## src/rtl/mem_arbiter.sv

```systemverilog
// Two-requester memory arbiter: data and fetch ports share one single-outstanding memory port.
// Data has priority, but fetch wins after STARVE_MAX back-to-back data grants with fetch pending.
module mem_arbiter #(
  parameter int XLEN       = 32,
  parameter int STARVE_MAX = 4,
  parameter int TIMEOUT    = 15
) (
  input  logic            clk,
  input  logic            rst,
  input  logic            d_req,
  input  logic            d_we,
  input  logic [3:0]      d_be,
  input  logic [XLEN-1:0] d_addr,
  input  logic [XLEN-1:0] d_wdata,
  output logic            d_gnt,
  output logic            d_rvalid,
  output logic [XLEN-1:0] d_rdata,
  output logic            d_err,
  input  logic            i_req,
  input  logic [XLEN-1:0] i_addr,
  output logic            i_gnt,
  output logic            i_rvalid,
  output logic [XLEN-1:0] i_rdata,
  output logic            i_err,
  output logic            m_req,
  output logic            m_we,
  output logic [3:0]      m_be,
  output logic [XLEN-1:0] m_addr,
  output logic [XLEN-1:0] m_wdata,
  input  logic            m_ack,
  input  logic [XLEN-1:0] m_rdata
);
  localparam int SW = $clog2(STARVE_MAX + 1);
  localparam int WW = $clog2(TIMEOUT + 1);

  typedef enum logic {IDLE, BUSY} state_t;

  state_t          state, state_nxt;
  logic            owner_fetch;
  logic [SW-1:0]   starve_cnt;
  logic [WW-1:0]   wait_cnt;
  logic            fetch_win, done_ack, done_to;
  logic [XLEN-1:0] done_rdata;

  assign m_req = (state == BUSY);

  always_comb begin
    state_nxt  = state;
    d_gnt      = 1'b0;
    i_gnt      = 1'b0;
    done_ack   = 1'b0;
    done_to    = 1'b0;
    fetch_win  = i_req && (!d_req || starve_cnt == SW'(STARVE_MAX));
    case (state)
      IDLE: begin
        // grants are masked while reset is held so every output reads 0
        if (!rst) begin
          i_gnt = fetch_win;
          d_gnt = d_req && !fetch_win;
        end
        if (d_gnt || i_gnt) state_nxt = BUSY;
      end
      BUSY: begin
        done_ack = m_ack;
        done_to  = !m_ack && (wait_cnt == WW'(TIMEOUT - 1));
        if (done_ack || done_to) state_nxt = IDLE;
      end
      default: state_nxt = IDLE;
    endcase
    done_rdata = (done_ack && !m_we) ? m_rdata : '0;
  end

  always_ff @(posedge clk) begin
    if (rst) begin
      state       <= IDLE;
      owner_fetch <= 1'b0;
      starve_cnt  <= '0;
      wait_cnt    <= '0;
      m_we        <= 1'b0;
      m_be        <= '0;
      m_addr      <= '0;
      m_wdata     <= '0;
      d_rvalid    <= 1'b0;
      d_err       <= 1'b0;
      d_rdata     <= '0;
      i_rvalid    <= 1'b0;
      i_err       <= 1'b0;
      i_rdata     <= '0;
    end else begin
      state    <= state_nxt;
      d_rvalid <= 1'b0;
      d_err    <= 1'b0;
      i_rvalid <= 1'b0;
      i_err    <= 1'b0;

      if (d_gnt || i_gnt) begin
        owner_fetch <= i_gnt;
        m_we        <= d_gnt & d_we;
        m_be        <= i_gnt ? 4'hF : d_be;
        m_addr      <= i_gnt ? i_addr : d_addr;
        m_wdata     <= i_gnt ? '0 : d_wdata;
        wait_cnt    <= '0;
      end else if (state == BUSY && !m_ack) begin
        wait_cnt <= wait_cnt + 1'b1;
      end

      if (i_gnt)
        starve_cnt <= '0;
      else if (d_gnt && i_req && starve_cnt != SW'(STARVE_MAX))
        starve_cnt <= starve_cnt + 1'b1;

      if (done_ack || done_to) begin
        if (owner_fetch) begin
          i_rvalid <= 1'b1;
          i_err    <= done_to;
          i_rdata  <= done_rdata;
        end else begin
          d_rvalid <= 1'b1;
          d_err    <= done_to;
          d_rdata  <= done_rdata;
        end
      end
    end
  end
endmodule

```

## config.mk

```make
export PLATFORM = sky130hd
export DESIGN_NAME = mem_arbiter
export DESIGN_NICKNAME = d
export VERILOG_FILES = /design/src/rtl/mem_arbiter.sv
export SDC_FILE = /design/constraint.sdc
export NUM_CORES = 1
export LEC_CHECK = 0
export ABC_AREA = 1
export CAP_MARGIN = 5
export CORE_MARGIN = 2
export CORE_UTILIZATION = 38
export DETAILED_ROUTE_END_ITERATION = 10
export PLACE_DENSITY = 0.77
export SLEW_MARGIN = 40
export SYNTH_ARGS = -nofsm -noshare
export SYNTH_HDL_FRONTEND = slang
export SYNTH_SLANG_ARGS = --single-unit
```

## constraint.sdc

```tcl
create_clock -name clk -period 1.4 [get_ports clk]
set_input_delay 0.21 -clock clk [delete_from_list [all_inputs] [get_ports clk]]
set_output_delay 0.21 -clock clk [all_outputs]
set_load 0.1 [all_outputs]
```

== Yosys cells after proc, flatten, opt, wreduce, memory -nomap -nowiden ==
Cells that the tools add are included.

* Register bits after elaboration: 146

* Add/subtract/negate cells: 2
* Equal/unequal tests: 3
* Mux-type cells: 17
* Bitwise gates (word level): 4
* Reduce and logical (&&, ||, !) cells: 23

{| class="wikitable"
|+ Operators with widths
! cell !! number
|-
| $mux 32 || 3
|-
| $mux 1 || 12
|-
| $logic_and 1x1->1 || 7
|-
| $reduce_or 2->1 || 3
|-
| $reduce_or 3->1 || 2
|-
| $logic_or 1x1->1 || 5
|-
| $add 4x1->4 const B || 1
|-
| $eq 4x4->1 const B || 1
|-
| $logic_not 1->1 || 4
|-
| $mux 4 || 1
|-
| $reduce_and 2->1 || 2
|-
| $add 3x1->3 const B || 1
|-
| $eq 3x3->1 const B || 1
|-
| $ne 3x3->1 const B || 1
|-
| $not 1->1 || 3
|-
| $pmux 1 s2 || 1
|-
| $and 1x1->1 || 1
|}

== Longest topological paths before layout ==
Gate-level depths: netlist of run 1.

* Depth after elaboration: 10
* Depth in mapped cells: 10
* Gate-level depth less buffers: 9

== Worst setup path before layout of run 1 ==
OpenSTA, ideal clock, no wires.

* Path type: register -> register
* From: reg state (netlist: m_req)
* To: reg m_be[0]
* Setup time: 119 ps
* Data arrival time: 2216 ps
* Path slack: -935 ps
* Cell stages (with the launch flop): 7
* Period minus slack after synthesis: 2335 ps
* Cells stage by stage: dfxtp_1 -> nor2_1 -> nand3_1 -> clkinv_1 -> buf_2 -> a21oi_1 -> nand2_1

* Longest elaborated chain between the ends: 2
* Elaborated cells between the ends (all ways): 4
* Classes of those cells: mux (3); reduce/logical (1)

{| class="wikitable"
|+ Ends and longest elaborated chain
! element !! line !! text
|-
| start, declared || 38 || <nowiki>state_t state, state_nxt;</nowiki>
|-
| start signal, assigned || 90 || <nowiki>state <= state_nxt;</nowiki>
|-
| $mux 1 (*) || 54 || <nowiki>case (state)</nowiki>
|-
| named net i_gnt || 21 || <nowiki>output logic i_gnt,</nowiki>
|-
| $mux 4 / $logic_or 1x1->1 (equally long branches) || 99, 96 ||
|-
| end signal, assigned || 99 || <nowiki>m_be <= i_gnt ? 4'hF : d_be;</nowiki>
|-
| end, declared || 27 || <nowiki>output logic [3:0] m_be,</nowiki>
|}

The timed path passes the listed nets; every way through them passes the cells marked *.
A chain may end at the register's enable or synchronous reset.

== Worst setup path after layout of run 1 ==
* From: reg wait_cnt[0]
* To: reg i_rdata[13]

* Longest elaborated chain between the ends: 5

{| class="wikitable"
|+ Ends and longest elaborated chain
! element !! line !! text
|-
| start, declared || 41 || <nowiki>logic [WW-1:0] wait_cnt;</nowiki>
|-
| start signal, assigned || 104 || <nowiki>wait_cnt <= wait_cnt + 1'b1;</nowiki>
|-
| $eq 4x4->1 || 65 || <nowiki>done_to = !m_ack && (wait_cnt == WW'(TIMEOUT - 1));</nowiki>
|-
| $logic_and 1x1->1 || 65 ||
|-
| $mux 1 || 54 ||
|-
| $logic_or 1x1->1 || 112 || <nowiki>if (done_ack || done_to) begin</nowiki>
|-
| $reduce_and 2->1 (no source line) || -- ||
|-
| end signal, assigned || 116 || <nowiki>i_rdata <= done_rdata;</nowiki>
|-
| end, declared || 23 || <nowiki>output logic [XLEN-1:0] i_rdata,</nowiki>
|}

No other way between the ends.

==> results of run 1 <==
==> sequential cells by signal, summed over array words and instances, names as in the netlist <==
signal	cells
d_err	1
starve_cnt	3
m_req	1
m_we	1
i_err	1
i_rvalid	1
m_be	4
i_rdata	32
m_wdata	32
m_addr	32
d_rdata	32
d_rvalid	1
owner_fetch	1
wait_cnt	4
==> final timing paths <==
path / startpoint / to / slack [ns] / cells past startpoint
min: rst / m_wdata[6] / 0.28 / 3
max reg2reg: wait_cnt[0] / i_rdata[13] / -0.24 / 10
max: wait_cnt[0] / i_rdata[13] / -0.24 / 10
min reg2reg: m_wdata[5] / m_wdata[5] / 0.50 / 2
==> report_power, final <==
group,switching [mW],internal [mW]
clock,1.98,2.93
sequential,0.242,4.37
combinational,2.59,1.71
total,4.81,9.01
==> cells in the final DEF (no fill, tap or decap), drive strengths merged, types with 3 or more instances in the layout <==
| cell type | instances |
|---|---|
| clkinv | 7 |
| nand4 | 28 |
| clkbuf | 20 |
| clkdlybuf4s50 | 134 |
| nand2 | 209 |
| nor2 | 163 |
| diode | 3 |
| nand3 | 72 |
| clkinvlp | 4 |
| xor2 | 3 |
| a21oi | 95 |
| ha | 4 |
| dfxtp | 146 |
| o21ai | 23 |
| bufinv | 3 |
| buf | 239 |
| inv | 98 |
==> worst register-to-register path, cell delays in order (launching register included) <==
cell     delay, ns
dfxtp_2       0.33
inv_2         0.08
ha_4          0.15
nand3_4       0.09
o21ai_4       0.24
buf_6         0.14
buf_12        0.15
buf_8         0.15
nand3_2       0.07
nand2_2       0.10
nor2_2        0.04
==> cell families (layout without fill, tap and decap cells) <==
group,count (synthesis),in the layout,share of synthesized area (%)
simple gates,471,475,31.5
buf+inv,159,508,9.91
flops,146,146,47.5
compound gates,119,119,9.89
fa+ha+maj,4,4,0.813
xor+xnor,3,3,0.427
other cells,0,3,0
==> metal layers <==
metal  GRT usage, %  share of wire, %  up-vias
met2           56.5                53      443
met5              0                 0        -
met1           31.3                33     3616
met4           17.3               5.3        0
met3           9.61               8.7       96
li1               -                 -     3528
==> layout make-up <==
cell class,count,area (sq um)
fillers,865,2840
well taps,216,270
flip-flops and latches,146,2940
repair buffers,378,5510
clock buffers,18,450
inverters,98,382
clock inverters,14,175
multi-input cells,601,3310
diodes,3,7.51
==> repair_timing <==
action / 4_1_cts / 5_1_grt
pin swaps: 36 / 48
cloned: 15 / 3
buffers inserted: 23 / 15
hold buffers: 0 / 0
endpoints found under the setup margin: 104 / 142
gates resized for setup: 102 / 106
==> results.txt, run 1 <==
Global-route wire length before repair: 41.6 mm
Via count: 7683
Final Max Tran Viols: 0
Design area: 0.0130 sq mm
PD cells: 1060 mW/mm^2
Tot Pwr: 13.8 mW
Post-Synthesis Cells: 902
Hold slack: 0.282 ns
Post-Place Cell Area: 0.0110 sq mm
Final hold violations: 0
Row cnt: 46
GRT Util Overall: 31.0%
Post-synth top cells: nand2_1 (205), nor2_1 (163), dfxtp_1 (146)
Type of the worst setup path: reg2reg
Input/output buffers: 277
Dpl cells: 1390
Synth Net Count: 1044
Worst Hold Class: in2reg
Placer congestion estimate: 0.880
Share of cells above drive strength 1: 33.7%
Critical-path cell list: inv_2 > ha_4 > nand3_4 > o21ai_4 > buf_6 > buf_12 > buf_8 > nand3_2 > nand2_2 > nor2_2
Setup TNS: -15.07 ns
# Max-Cap Violations: 0
Crit end category: register
Synthesized area: 0.00616 sq mm
Worst-path fanout max: 8
Placeable Area: 0.0159 sq mm
Max Fclk: 609 MHz
ANT nets after route: 0
Most frequent cell after synthesis: nand2_1
Mean area per synthesized cell: 6.83 sq um
Dominant synthesized flop cell: dfxtp_1
Drt first pass iters: 5
CTS Sinks: 146
Setup crit start kind: register
Slew HR: 64.3%
Number of synthesized flops with an enable pin: 0
Yosys Warn Count: 0
Flop and latch count out of synthesis: 146
Htree depth: 4
CTS root buf: clkbuf_16
Vias in the first global route: 7705
Worst-Skew Late Latency: 0.43 ns
Initial antenna violation count: 2
Remaining DRCs: 0
Non-filler instance count after layout: 1474
Worst-Margin Slew: 0.534 ns
Final setup violation count: 122
Full die area: 0.0172 sq mm
Dpl ws: -0.331 ns
Required @ worst endpoint: 1.72 ns
RSZ-0062 raised after global routing: true
Drt first-iter violations: 553
VDD IR max: 0.842 mV
Syn-to-layout area delta: 112%
CTS max path bufs: 2
Post-synthesis sequential area ratio: 47.5%
Maximum number of pins on one net before global-route repair: 53
Core Util, Final: 82.1%
Die H: 131 um
Slowest CP cell: dfxtp_2
WP buf/inv: 4
Die width: 131 um
Overall routed net length: 28.9 mm
Post-synth top area cell: dfxtp_1
Grt ovf: 0
CTS tree: built
Failing checks: setup timing
Top delay family on crit path: buffers and inverters
Clk_skew: 0.0111 ns
CTS Buf Count: 17
Initial Util: 38.8%
Tmin final: 1.64 ns
Net count, final: 1384
Fin crit share: 117%
Worst Path Arrival: 1.96 ns
Post-synthesis cell type count: 21
Largest cells by area after synthesis: dfxtp_1 (47%), nand2_1 (12%), nor2_1 (9.9%)
Setup WS post-layout: -0.242 ns
# IOs: 278
HPWL after detailed placement: 17.2 mm
Per-cell routed wire length: 19.6 um
LEAKAGE: 5.52 nW
Clock transition at path regs: 0.07 ns
Vias per inst: 5.21
Share of flip-flops with an asynchronous set or reset: 0%
Slowest Stage Delay on Critical Path: 0.33 ns
Outcome: finished, violations left
Post-synth top area share: 47.5%
Power figures use the tool's default switching activity.
==> run 2, diff against run 1 <==
CTS_CLUSTER_SIZE = 25   (was unset)
==> results of run 2 <==
The final DEF is identical to that of run 1; final timing and power are the same.
